==> src/rtl/hazard_ctrl_unit.sv <==
`default_nettype none
// ============================================================================
// Module   : hazard_ctrl_unit
// Brief    : Pipeline hazard controller for the 5-stage core. Multi-cycle
//            load-use stall, taken-branch flush/redirect with stall abort,
//            EX-stage operand forwarding with XZR exclusion, and saturating
//            stall / hazard performance counters.
// Revision : 1.0 - initial release
// ============================================================================
module hazard_ctrl_unit #(
  parameter int REG_ADDR_W   = 5,
  parameter int PC_W         = 32,
  parameter int LOAD_LAT     = 1,
  parameter int FLUSH_STAGES = 2,
  parameter int ZERO_REG     = 31,
  parameter int CNT_W        = 16
) (
  input  logic                  CLK,
  input  logic                  RESET_N,
  input  logic [REG_ADDR_W-1:0] rn_id,
  input  logic [REG_ADDR_W-1:0] rm_id,
  input  logic                  rn_vld_id,
  input  logic                  rm_vld_id,
  input  logic [REG_ADDR_W-1:0] rn_ex,
  input  logic [REG_ADDR_W-1:0] rm_ex,
  input  logic [REG_ADDR_W-1:0] rd_ex,
  input  logic                  regwrite_ex,
  input  logic                  memread_ex,
  input  logic [REG_ADDR_W-1:0] rd_mem,
  input  logic                  regwrite_mem,
  input  logic [REG_ADDR_W-1:0] rd_wb,
  input  logic                  regwrite_wb,
  input  logic                  br_taken_mem,
  input  logic [PC_W-1:0]       br_target_mem,
  output logic                  pc_write,
  output logic                  ifid_write,
  output logic                  idex_bubble,
  output logic                  flush_ifid,
  output logic                  flush_idex,
  output logic                  flush_exmem,
  output logic                  pc_redirect,
  output logic [PC_W-1:0]       pc_redirect_addr,
  output logic [1:0]            fwd_a,
  output logic [1:0]            fwd_b,
  output logic [CNT_W-1:0]      stall_cnt,
  output logic [CNT_W-1:0]      hazard_cnt
);

  localparam logic [REG_ADDR_W-1:0] c_ZERO     = REG_ADDR_W'(ZERO_REG);
  localparam logic [2:0]            c_REM_INIT = 3'(LOAD_LAT - 1);
  localparam logic                  c_FL_IDEX  = (FLUSH_STAGES >= 2);
  localparam logic                  c_FL_EXMEM = (FLUSH_STAGES >= 3);

  typedef enum logic [1:0] {
    S_RUN   = 2'd0,
    S_STALL = 2'd1,
    S_FLUSH = 2'd2
  } state_t;

  state_t           r_state;
  logic [2:0]       r_remaining;
  logic [CNT_W-1:0] r_stall_cnt;
  logic [CNT_W-1:0] r_hazard_cnt;

  logic w_hz;
  logic w_stall;
  logic w_new_hz;

  // Load-use hazard: a load in EX writes a register the ID instruction reads
  assign w_hz = memread_ex & regwrite_ex & (rd_ex != c_ZERO) &
                ((rn_vld_id & (rn_id == rd_ex)) | (rm_vld_id & (rm_id == rd_ex)));

  // Pipeline control: branch redirect wins over any stall request
  always_comb begin
    pc_write         = 1'b1;
    ifid_write       = 1'b1;
    idex_bubble      = 1'b0;
    flush_ifid       = 1'b0;
    flush_idex       = 1'b0;
    flush_exmem      = 1'b0;
    pc_redirect      = 1'b0;
    pc_redirect_addr = '0;
    w_stall          = 1'b0;
    w_new_hz         = 1'b0;
    if (br_taken_mem) begin
      pc_redirect      = 1'b1;
      pc_redirect_addr = br_target_mem;
      flush_ifid       = 1'b1;
      flush_idex       = c_FL_IDEX;
      flush_exmem      = c_FL_EXMEM;
    end else begin
      case (r_state)
        S_RUN: begin
          if (w_hz) begin
            w_stall  = 1'b1;
            w_new_hz = 1'b1;
          end
        end
        S_STALL: w_stall = 1'b1;
        default: w_stall = 1'b0;
      endcase
      if (w_stall) begin
        pc_write    = 1'b0;
        ifid_write  = 1'b0;
        idex_bubble = 1'b1;
      end
    end
  end

  // FSM, remaining-bubble counter and saturating perf counters
  always_ff @(posedge CLK or negedge RESET_N) begin
    if (!RESET_N) begin
      r_state      <= S_RUN;
      r_remaining  <= 3'd0;
      r_stall_cnt  <= '0;
      r_hazard_cnt <= '0;
    end else begin
      if (br_taken_mem) begin
        r_state     <= S_FLUSH;
        r_remaining <= 3'd0;
      end else begin
        case (r_state)
          S_RUN: begin
            if (w_hz && (LOAD_LAT > 1)) begin
              r_state     <= S_STALL;
              r_remaining <= c_REM_INIT;
            end
          end
          S_STALL: begin
            if (r_remaining <= 3'd1) begin
              r_state     <= S_RUN;
              r_remaining <= 3'd0;
            end else begin
              r_remaining <= r_remaining - 3'd1;
            end
          end
          default: begin
            r_state     <= S_RUN;
            r_remaining <= 3'd0;
          end
        endcase
      end
      if (w_stall && (r_stall_cnt != {CNT_W{1'b1}})) begin
        r_stall_cnt <= r_stall_cnt + 1'b1;
      end
      if (w_new_hz && (r_hazard_cnt != {CNT_W{1'b1}})) begin
        r_hazard_cnt <= r_hazard_cnt + 1'b1;
      end
    end
  end

  assign stall_cnt  = r_stall_cnt;
  assign hazard_cnt = r_hazard_cnt;

  // Forwarding selects: EX/MEM result preferred over MEM/WB, XZR never forwarded
  always_comb begin
    fwd_a = 2'b00;
    fwd_b = 2'b00;
    if (regwrite_mem && (rd_mem != c_ZERO) && (rd_mem == rn_ex)) begin
      fwd_a = 2'b10;
    end else if (regwrite_wb && (rd_wb != c_ZERO) && (rd_wb == rn_ex)) begin
      fwd_a = 2'b01;
    end
    if (regwrite_mem && (rd_mem != c_ZERO) && (rd_mem == rm_ex)) begin
      fwd_b = 2'b10;
    end else if (regwrite_wb && (rd_wb != c_ZERO) && (rd_wb == rm_ex)) begin
      fwd_b = 2'b01;
    end
  end

endmodule
`default_nettype wire
==> config.mk <==
export PLATFORM = sky130hd
export DESIGN_NAME = hazard_ctrl_unit
export DESIGN_NICKNAME = d
export VERILOG_FILES = /design/src/rtl/hazard_ctrl_unit.sv
export SDC_FILE = /design/constraint.sdc
export NUM_CORES = 1
export LEC_CHECK = 0
export CORE_UTILIZATION = 40
export CTS_BUF_LIST = sky130_fd_sc_hd__clkbuf_8
export DETAILED_ROUTE_END_ITERATION = 7
export PLACE_DENSITY = 0.88
export SLEW_MARGIN = 15
export SYNTH_ARGS = -nofsm -noshare
export SYNTH_HDL_FRONTEND = slang
export SYNTH_SLANG_ARGS = --single-unit
==> constraint.sdc <==
create_clock -name CLK -period 5.91 [get_ports CLK]
set_input_delay 1.182 -clock CLK [delete_from_list [all_inputs] [get_ports CLK]]
set_output_delay 1.182 -clock CLK [all_outputs]
set_load 0.03 [all_outputs]
### Word level (Yosys, flattened, before mapping)

Index checks and enable logic that the tools add are counted.

| word-level totals | value |
|---|---|
| bits of input ports | 76 |
| register bits | 37 |

| operators by class | value |
|---|---|
| bitwise gates (word level) | 6 |
| reduce and logical (&&, ||, !) cells | 10 |
| $lt $le $gt $ge | 1 |
| equality and inequality tests | 14 |
| multiplexer cells | 22 |
| add/sub/neg operators | 3 |

Operators with widths:

| operator | count |
|---|---|
| 16-bit by 1-bit adder with 16-bit output, second input constant | 2 |
| 32-bit two-way mux | 1 |
| 16-bit != test, second input constant | 2 |
| 5-bit == test | 6 |
| 5-bit != test, second input constant | 3 |
| 1-bit two-way mux | 12 |
| 1-bit logical AND | 8 |
| 2-bit two-way mux | 4 |
| 3-bit two-way mux | 2 |
| 3-bit one-hot mux with 2 select lines | 1 |
| 1-bit AND | 5 |
| 2-bit one-hot mux with 2 select lines | 1 |
| 3-bit by 1-bit less-or-equal comparator with 1-bit output, second input constant | 1 |
| 3-bit != test, second input constant | 1 |
| 3-bit by 1-bit subtractor with 3-bit output, second input constant | 1 |
| 2-bit by 1-bit == test with 1-bit output, second input constant | 1 |
| 2-bit logical NOT | 1 |
| 2-bit != test, second input constant | 1 |
| 1-bit one-hot mux with 2 select lines | 1 |
| 2-bit AND reduction | 1 |
| 1-bit bitwise OR | 1 |

### Logic depth before layout (Yosys ltp)

Gate-level depths: netlist of the first run.

| logic depth | value |
|---|---|
| word-level depth | 9 |
| mapped depth | 6 |
| mapped depth without buffers | 6 |

### Least setup slack after synthesis of the first run

No wires, ideal clock.

| timing path | value |
|---|---|
| path type | input -> output |
| from | in rd_mem[4] |
| to | out fwd_a[0] |
| data arrival time | 2.885 ns |
| setup slack | 1.843 ns |
| stages on the path | 4 |
| data required time | 4.728 ns |
| buffers on the path | 0 |
| cells stage by stage | xnor2_1 > nand3_1 > nor4_1 > nor4_1 |

| on the way | value |
|---|---|
| cells in the longest elaborated chain, start to end | 4 |
| elaborated cells on any way between the ends | 5 |
| classes of those cells | 2 x eq/ne; 1 x mux; 2 x reduce/logical |

RTL lines:

| what | line | RTL |
|---|---|---|
| start: declaration | 29 | `input logic [REG_ADDR_W-1:0] rd_mem,` |
| 5-bit != test | 159 | `if (regwrite_mem && (rd_mem != c_ZERO) && (rd_mem == rn_ex)) begin` |
| 1-bit logical AND | 159 |  |
| 1-bit logical AND * | 159 |  |
| 2-bit two-way mux * | 159 |  |
| end: declaration | 43 | `output logic [1:0] fwd_a,` |

Every way passes the cells marked *; elsewhere a longest branch is shown, timed or not.

### Worst setup path after layout of the first run

| timing path | value |
|---|---|
| from | in br_taken_mem |
| to | out idex_bubble |

| on the way | value |
|---|---|
| cells in the longest elaborated chain, start to end | 1 |

RTL lines:

| what | line | RTL |
|---|---|---|
| start: declaration | 33 | `input logic br_taken_mem,` |
| 1-bit two-way mux | 85 | `if (br_taken_mem) begin` |
| end: declaration | 37 | `output logic idex_bubble,` |

Every way passes these cells.

==> results of run 1 <==
## power by group through the flow
stage | clock network [mW] | registers [mW] | logic (mW)
4_1_cts | 0.193 | 0.231 | 0.169
3_5_place_dp | 0 | 0.236 | 0.168
2_1_floorplan | 0 | 0.240 | 0.0668
6_report | 0.187 | 0.232 | 0.169
5_1_grt | 0.202 | 0.232 | 0.179
3_3_place_gp | 0 | 0.236 | 0.167
## metrics by stage
stage                     hold WS [ns]  worst slack (ns)
after CTS                       0.5087             1.356
after global routing            0.5260             1.190
after global placement          0.4835             1.348
after detailed placement        0.4957             1.359
final                           0.5038             1.367
after floorplan                 0.6643             1.843
## worst max path at each step
stage | slack, ns | depth (start not counted) | endpoint | start
after floorplan | 1.84 | 4 | fwd_a[0] | rd_mem[4]
after global placement | 1.35 | 7 | idex_bubble | br_taken_mem
after detailed placement | 1.36 | 7 | idex_bubble | br_taken_mem
after CTS | 1.36 | 7 | idex_bubble | br_taken_mem
after global routing | 1.19 | 7 | idex_bubble | br_taken_mem
final | 1.37 | 7 | idex_bubble | br_taken_mem
## layout by cell type (no fill, tap or decap), drive strengths merged, types with 6 or more instances in the layout
| master | count |
|---|---|
| and2 | 32 |
| and3 | 6 |
| clkbuf | 7 |
| clkdlybuf4s50 | 149 |
| dfrtp | 33 |
| nand2 | 18 |
| nand3 | 17 |
| nand4 | 13 |
| nor2 | 7 |
| nor4 | 12 |
| xnor2 | 33 |
| xor2 | 26 |
## sequential cells by signal, indices dropped and copies added, names as in the netlist
signal,count
stall_cnt,16
r_state,1
hazard_cnt,16
## logic make-up after synthesis
logic type      share of synthesized area, %
buf+inv                                3.362
simple gates                           32.05
xor+xnor                               22.40
flops                                  35.79
mux                                    1.627
compound gates                         3.525
other cells                           0.1625
fa+ha+maj                              1.084
## routing by layer
metal	vias to the layer above	share of wire, %	global-route usage, %
li1	1144	-	-
met1	1125	39	29.82
met2	112	51	46.02
met3	14	6.9	5.059
met4	0	3.2	10.56
met5	-	0	0
## layout make-up
cell class	count	area share [%]
inverters	4	0.3801
flip-flops and latches	33	20.91
well taps	72	2.281
clock buffers	7	2.439
multi-input cells	199	35.54
repair buffers	152	38.33
clock inverters	1	0.1267
==> flow_summary.ini, run 1 <==
[global_route]
grt_pass1_wl_um = 12150
overflow = 0
first_global_vias = 2357
antenna_found_initial = 0
gr-usage-all-layers_pct = 25.70
grt_max_degree = 38

[min_path]
hold_start = stall_cnt[8]$_DFFE_PN0P_
hold_path_depth = 1
hold_class = flip-flop to flip-flop
holdPathEnd = stall_cnt[8]$_DFFE_PN0P_

[finish]
drive_gt1_share_pct = 5.051
multi_input_area_um2 = 1404
fin_cells = 468
fin_nets = 473
antennaDiodeCount = 0
finish.instance_area_um2 = 3950
nFillCells = 425
final_util_pct = 71.30
seqCellArea_um2 = 825.8
area_growth_pct = 71.20

[die]
die-area_um2 = 6075
coreArea_um2 = 5540
die_h_um = 77.95
boundaryPins = 151
rows = 27
start_util_pct = 41.64
die_x_um = 77.95

[power_and_ir_drop]
power_density_nw_per_um2 = 148.7
seqPwrFrac_pct = 39.4
p_clk_share_pct = 31.9
switching_power_mw = 0.1629
comb_power_share_pct = 28.7
p_total_mw = 0.5872
intPower_mw = 0.4244
leakage_nw = 1.602
peakVddDrop_mv = 0.1295
netSwitchingFraction_pct = 27.73

[yosys]
synth_cells = 247
synth_top_area_cell = dfrtp_1
dominantRegCellSynth = dfrtp_1
yosys-top-cells-count = 33 x dfrtp_1, 33 x xnor2_1, 32 x and2_1
syn-num-nets = 325
avgSynthCellArea_um2 = 9.341
yosys_warnings = 0
synth_area_leaders = dfrtp_1 36%, xnor2_1 13%, xor2_1 9.9%
syn_area_um2 = 2307
ys_seq_elements = 33
synth-seq-area-share_pct = 35.79
synth-async-reset-ratio_pct = 100.0
synth_top_area_share_pct = 35.79
synth-edff-count = 0
synth_cell_types = 39

[setup_path]
path_cells = clkdlybuf4s50_1 > buf_4 > nand4bb_1 > a21oi_1 > nand2_1 > inv_1 > clkdlybuf4s50_1
max_stage_delay_ns = 0.66
crit_fanout = 37
crit_buf_inv = 4
path_class = primary input to primary output
cp.required_ns = 4.73
worst_path_most_repeated_cell = clkdlybuf4s50_1
critPathArrivalTime_ns = 3.36
ff2ff_setup_slack_ns = 3.85
path_delay_family = buffers and inverters
r2r-end = stall_cnt[1]$_DFFE_PN0P_
cp-end-kind = primary output
critPathLaunchType = primary input
crit_slowest_cell = clkdlybuf4s50_1
reg2regPathDepth = 5
timing.rr.start = stall_cnt[3]$_DFFE_PN0P_

[sta]
period_minus_slack_ns = 4.543
setup_viol = 0
fmax_mhz = 220.1
worstMarginPinSlew_ns = 0.5918
rsz0062_at_grt = false
worst_clock_skew_ns = 0.004741
slew_violations = 0
slew_headroom_pct = 60.55
finalSetupTns_ns = 0
fin_crit_sh_pct = 76.86
hold_viol = 0

[place]
place.gp.congestion = 1.045
place_inst = 460
dp_hpwl_um = 6027
portBuffers = 149
place_area_um2 = 3849

[detailed_routing]
drt_pass1_iterations = 4
vias = 2395
ant_nets = 0
viasPerCell = 5.118
drt_iter0_drc = 63
wl_per_cell_um = 16.53
drt-total-wl_um = 7736
drc = 0

[cts]
post-cts-setup-buffer-count = 0
h-tree-depth = 2
clk_path_buf_depth = 2
cts_inserted_buffers = 5
clk_latency_ns = 0.28
cts_resized = 0
hold_buffers = 0
root_buffer = clkbuf_8
cts_tree = yes
path_clk_slew_ns = 0.06
clock-sinks = 33

[status]
status = completed

[job]
maxCapViolCount = 0
Power figures use the tool's default switching activity.
==> run 2, diff against run 1 <==
--- a/config.mk
+++ b/config.mk
@@ -5,10 +5,10 @@
 export SDC_FILE = /design/constraint.sdc
 export NUM_CORES = 1
 export LEC_CHECK = 0
-export CORE_UTILIZATION = 40
+export CORE_UTILIZATION = 34
 export CTS_BUF_LIST = sky130_fd_sc_hd__clkbuf_8
 export DETAILED_ROUTE_END_ITERATION = 7
-export PLACE_DENSITY = 0.88
+export PLACE_DENSITY = 0.79
 export SLEW_MARGIN = 15
 export SYNTH_ARGS = -nofsm -noshare
 export SYNTH_HDL_FRONTEND = slang
==> constraint.sdc (replaced) <==
create_clock -name CLK -period 3.77 [get_ports CLK]
set_input_delay 0.754 -clock CLK [delete_from_list [all_inputs] [get_ports CLK]]
set_output_delay 0.754 -clock CLK [all_outputs]
set_load 0.03 [all_outputs]
==> run 2 against run 1 <==
Effect of this change:
- the run now ends with DRC left
- cell area increased by 0.48%
- worst setup slack worse by 1.2 ns
- cell count rose by 1.5%
- power grew 57%
- wire length down 9.3%
- critical path type unchanged
- highest routed layer unchanged
==> flow_summary.ini, run 2 (synthesized netlist as in run 1, its figures left out) <==
[finish]
final_util_pct = 61.45
nFillCells = 557
multi_input_area_um2 = 1404
final_cell_mix = 148 x clkdlybuf4s50_1, 33 x xnor2_1, 33 x dfrtp_1
drive_gt1_share_pct = 5.779
fin_nets = 475
area_growth_pct = 72.02
seqCellArea_um2 = 825.8
final_common_cell = clkdlybuf4s50_1
antennaDiodeCount = 0

[die]
coreArea_um2 = 6459
die-area_um2 = 7119
rows = 29
boundaryPins = 151
die_x_um = 84.38
die_h_um = 84.38
start_util_pct = 35.72

[place]
dp_hpwl_um = 5709
dp_slack_ns = 0.1316
place.gp.congestion = 0.8948
portBuffers = 149

[detailed_routing]
wl_per_cell_um = 14.78
viasPerCell = 5.017
vias = 2383
drt_iter0_drc = 52
drc = 16
drt-total-wl_um = 7020
ant_nets = 0
drt_pass1_iterations = 7

[sta]
fin_hold_ws_ns = 0.4957
fmax_mhz = 274.8
rsz0062_at_grt = false
slew_headroom_pct = 62.85
setup_viol = 0
slew_violations = 0
fin_ws_ns = 0.1309
worst_clock_skew_ns = 0.004342
finalSetupTns_ns = 0
hold_viol = 0
fin_crit_sh_pct = 96.53
worstMarginPinSlew_ns = 0.5572
period_minus_slack_ns = 3.639

[cts]
root_buffer = clkbuf_8
cts_resized = 0
clk_path_buf_depth = 2
clock-sinks = 33
h-tree-depth = 2
hold_buffers = 0
clk_latency_ns = 0.28
cts_inserted_buffers = 5
post-cts-setup-buffer-count = 0
cts_tree = yes
path_clk_slew_ns = 0.06

[setup_path]
critPathLaunchType = primary input
cp.required_ns = 3.02
reg2regPathDepth = 6
cp-end-kind = primary output
path_class = primary input to primary output
critPathArrivalTime_ns = 2.89
crit_fanout = 3

[power_and_ir_drop]
comb_power_share_pct = 28.6
netSwitchingFraction_pct = 27.56
peakVddDrop_mv = 0.2533
leakage_nw = 1.614
seqPwrFrac_pct = 39.5
intPower_mw = 0.6661
p_clk_share_pct = 31.9
switching_power_mw = 0.2534
power_density_nw_per_um2 = 231.7

[global_route]
grt_max_degree = 34
antenna_found_initial = 0
overflow = 0
gr-usage-all-layers_pct = 19.59
grt_pass1_wl_um = 11100
first_global_vias = 2262

[job]
maxCapViolCount = 0

[min_path]
hold_path_depth = 1
hold_class = flip-flop to flip-flop

[status]
status = finished, violations left
violations = DRC
==> run 2: cell count changes in the layout (fill, tap and decap cells not counted) <==
cell / change
buf_4: +3
clkdlybuf4s50_1: -1
==> run 2: layout make-up <==
cell class,instances,area share [%]
timing repair buffer,154,38.46
multi-input combinational,199,35.37
sequential,33,20.81
clock buffer,7,2.427
tap,77,2.427
inverter,4,0.3783
clock inverter,1,0.1261
==> run 2: metrics by stage <==
stage | instances | total power, mW | cell area (µm²)
2_1_floorplan | 247 | 0.4808 | 2307
4_1_cts | 475 | 0.9270 | 3969
3_5_place_dp | 467 | 0.6347 | 3867
3_3_place_gp | 467 | 0.6303 | 3867
5_1_grt | 475 | 0.9627 | 3969
6_report | 475 | 0.9196 | 3969
==> run 2: final timing paths <==
kind                                                from                         to  slack, ns
min in group asynchronous                        RESET_N  hazard_cnt[1]$_DFFE_PN0P_       0.86
worst min-delay path            stall_cnt[8]$_DFFE_PN0P_   stall_cnt[8]$_DFFE_PN0P_       0.50
worst min register to register  stall_cnt[8]$_DFFE_PN0P_   stall_cnt[8]$_DFFE_PN0P_       0.50
max in group asynchronous                        RESET_N   stall_cnt[2]$_DFFE_PN0P_       2.60
worst max-delay path                            rd_wb[1]                   fwd_b[0]       0.13
worst max register to register  stall_cnt[0]$_DFFE_PN0P_   stall_cnt[1]$_DFFE_PN0P_       1.71
==> run 2: worst max-delay path: stages <==
cell,delay [ns]
clkdlybuf4s50_1,0.47
nand3_1,0.12
o21ai_0,0.09
or4_1,0.53
nor4_1,0.19
clkdlybuf4s50_1,0.72
==> run 2: per-layer routing <==
metal  GRT usage, %  share of wire [%]  vias to the layer above
met5              0                  0                        -
met4          5.701                1.1                        0
li1               -                  -                     1151
met1          23.81                 41                     1108
met3          4.720                8.2                        9
met2          34.58                 50                      115
==> run 2: power groups by stage <==
stage | Sequential, mW | Clock (mW) | Combinational (mW)
6_report | 0.364 | 0.293 | 0.263
5_1_grt | 0.364 | 0.318 | 0.281
4_1_cts | 0.363 | 0.298 | 0.265
3_5_place_dp | 0.370 | 0 | 0.265
3_3_place_gp | 0.370 | 0 | 0.261
2_1_floorplan | 0.376 | 0 | 0.105
==> run 3, diff against run 2 <==
--- a/config.mk
+++ b/config.mk
@@ -8,7 +8,7 @@
 export CORE_UTILIZATION = 34
 export CTS_BUF_LIST = sky130_fd_sc_hd__clkbuf_8
 export DETAILED_ROUTE_END_ITERATION = 7
-export PLACE_DENSITY = 0.79
+export PLACE_DENSITY = 0.84
 export SLEW_MARGIN = 15
 export SYNTH_ARGS = -nofsm -noshare
 export SYNTH_HDL_FRONTEND = slang
==> run 3 against run 2 <==
Effect of this change:
- the flow still finishes with violations (DRC)
- non-clock buffer count decreased by 1
- sequential share of layout area increased by 0.14 points
- clock power decreased by 14%
- first-iteration DRC count increased by 27%
- sequential power about the same
- largest cell class unchanged
- largest power group unchanged
==> flow_summary.ini, run 3 (synthesized netlist as in run 1, its figures left out) <==
[setup_path]
crit_fanout = 3
worst_path_most_repeated_cell = clkdlybuf4s50_1
cp.required_ns = 3.02
path_delay_family = buffers and inverters
cp-end-kind = primary output
crit_slowest_cell = clkdlybuf4s50_1
critPathLaunchType = primary input
crit_buf_inv = 2
path_class = primary input to primary output
ff2ff_setup_slack_ns = 1.70
path_cells = clkdlybuf4s50_1 > nand2_1 > o21ai_0 > or4_1 > nor4_1 > clkdlybuf4s50_1
max_stage_delay_ns = 0.72
critPathArrivalTime_ns = 2.88

[detailed_routing]
ant_nets = 0
top_layer_used = met4
met3WireLength_um = 543
viasPerCell = 5.046
vias = 2392
wl_per_cell_um = 14.82
drc = 15
drt-total-wl_um = 7024
wl_met1_um = 2633
drt_iter0_drc = 66
drt_pass1_iterations = 8
wl_met2_um = 3735

[die]
boundaryPins = 151
rows = 29
die_x_um = 84.38
die_h_um = 84.38
coreArea_um2 = 6459
start_util_pct = 35.72
die-area_um2 = 7119

[place]
dp_hpwl_um = 5622
dp_slack_ns = 0.1206
portBuffers = 149
place_area_um2 = 3860
place.gp.congestion = 0.8315

[global_route]
antenna_found_initial = 0
first_global_vias = 2415
overflow = 0
grt_pass1_wl_um = 11450
grt_max_degree = 34
gr-usage-all-layers_pct = 20.08

[finish]
antennaDiodeCount = 0
finish.instance_area_um2 = 3943
nFillCells = 574
fin_nets = 474
area_growth_pct = 70.88
seqCellArea_um2 = 825.8
final_cell_mix = 148 x clkdlybuf4s50_1, 33 x xnor2_1, 33 x dfrtp_1
drive_gt1_share_pct = 5.290
final_common_cell = clkdlybuf4s50_1
multi_input_area_um2 = 1404

[cts]
cts_inserted_buffers = 5
root_buffer = clkbuf_8
clk_latency_ns = 0.28
clock-sinks = 33
h-tree-depth = 2
post-cts-setup-buffer-count = 0
hold_buffers = 0
clk_path_buf_depth = 2
path_clk_slew_ns = 0.06
cts_resized = 0
cts_tree = yes

[sta]
fmax_mhz = 274.9
slew_headroom_pct = 60.80
finalSetupTns_ns = 0
worstMarginPinSlew_ns = 0.5881
worst_clock_skew_ns = 0.006112
slew_violations = 0
period_minus_slack_ns = 3.638
rsz0062_at_grt = false
fin_ws_ns = 0.1317
setup_viol = 0
hold_viol = 0
fin_crit_sh_pct = 96.51

[power_and_ir_drop]
power_density_nw_per_um2 = 221.7
leakage_nw = 1.605
peakVddDrop_mv = 0.1981
p_total_mw = 0.8740

[job]
maxCapViolCount = 0

[status]
status = finished, violations left
violations = DRC

[min_path]
hold_class = flip-flop to flip-flop
run 3: cell count changes in the layout (fill, tap and decap cells not counted), sizes merged:
cell / change
inv: +1
clkinv: +1
clkbuf: -2
buf: -1
run 3: path summary, 6_finish.rpt:
| check | start | endpoint | cells after the start |
|---|---|---|---|
| max in group asynchronous | RESET_N | stall_cnt[15]$_DFFE_PN0P_ | 2 |
| hold reg to reg | stall_cnt[8]$_DFFE_PN0P_ | stall_cnt[8]$_DFFE_PN0P_ | 1 |
| setup / recovery | rd_wb[4] | fwd_a[0] | 6 |
| hold / removal | stall_cnt[8]$_DFFE_PN0P_ | stall_cnt[8]$_DFFE_PN0P_ | 1 |
| setup reg to reg | stall_cnt[0]$_DFFE_PN0P_ | stall_cnt[1]$_DFFE_PN0P_ | 6 |
| min in group asynchronous | RESET_N | stall_cnt[10]$_DFFE_PN0P_ | 2 |
run 3: area by class of cell:
| type | count | area share [%] |
|---|---|---|
| flip-flops and latches | 33 | 20.95 |
| well taps | 77 | 2.444 |
| clock buffers | 5 | 1.745 |
| multi-input cells | 199 | 35.61 |
| repair buffers | 153 | 38.53 |
| clock inverters | 3 | 0.3491 |
| inverters | 4 | 0.3808 |
run 3: worst register-to-register path: cells and delay by family (launching register included):
family,cells,cell delay (ns)
DFF,1,0.41
adders and majority gates,1,0.24
AOI/OAI and AO/OA,1,0.24
and+or+nand+nor,3,0.75
muxes,1,0.29
run 3: power breakdown:
part           switching, mW  leakage (nW)  internal [mW]
Sequential           0.00496         0.448          0.358
Combinational          0.117          1.11          0.142
Clock                  0.126        0.0491          0.125
Total                  0.249          1.60          0.625
run 3: per-layer routing:
layer,vias up,global-route usage [%]
li1,1149,-
met1,1128,22.21
met2,105,38.45
met3,10,3.835
met4,0,6.626
met5,-,0
run 3: through the flow:
stage / utilization [%] / hold slack, ns / instances
6_report: 61.04 / 0.5001 / 474
5_1_grt: 61.04 / 0.5220 / 474
4_1_cts: 61.04 / 0.5010 / 474
3_5_place_dp: 59.76 / 0.4897 / 466
3_3_place_gp: 59.76 / 0.4829 / 466
2_1_floorplan: - / 0.4584 / 247
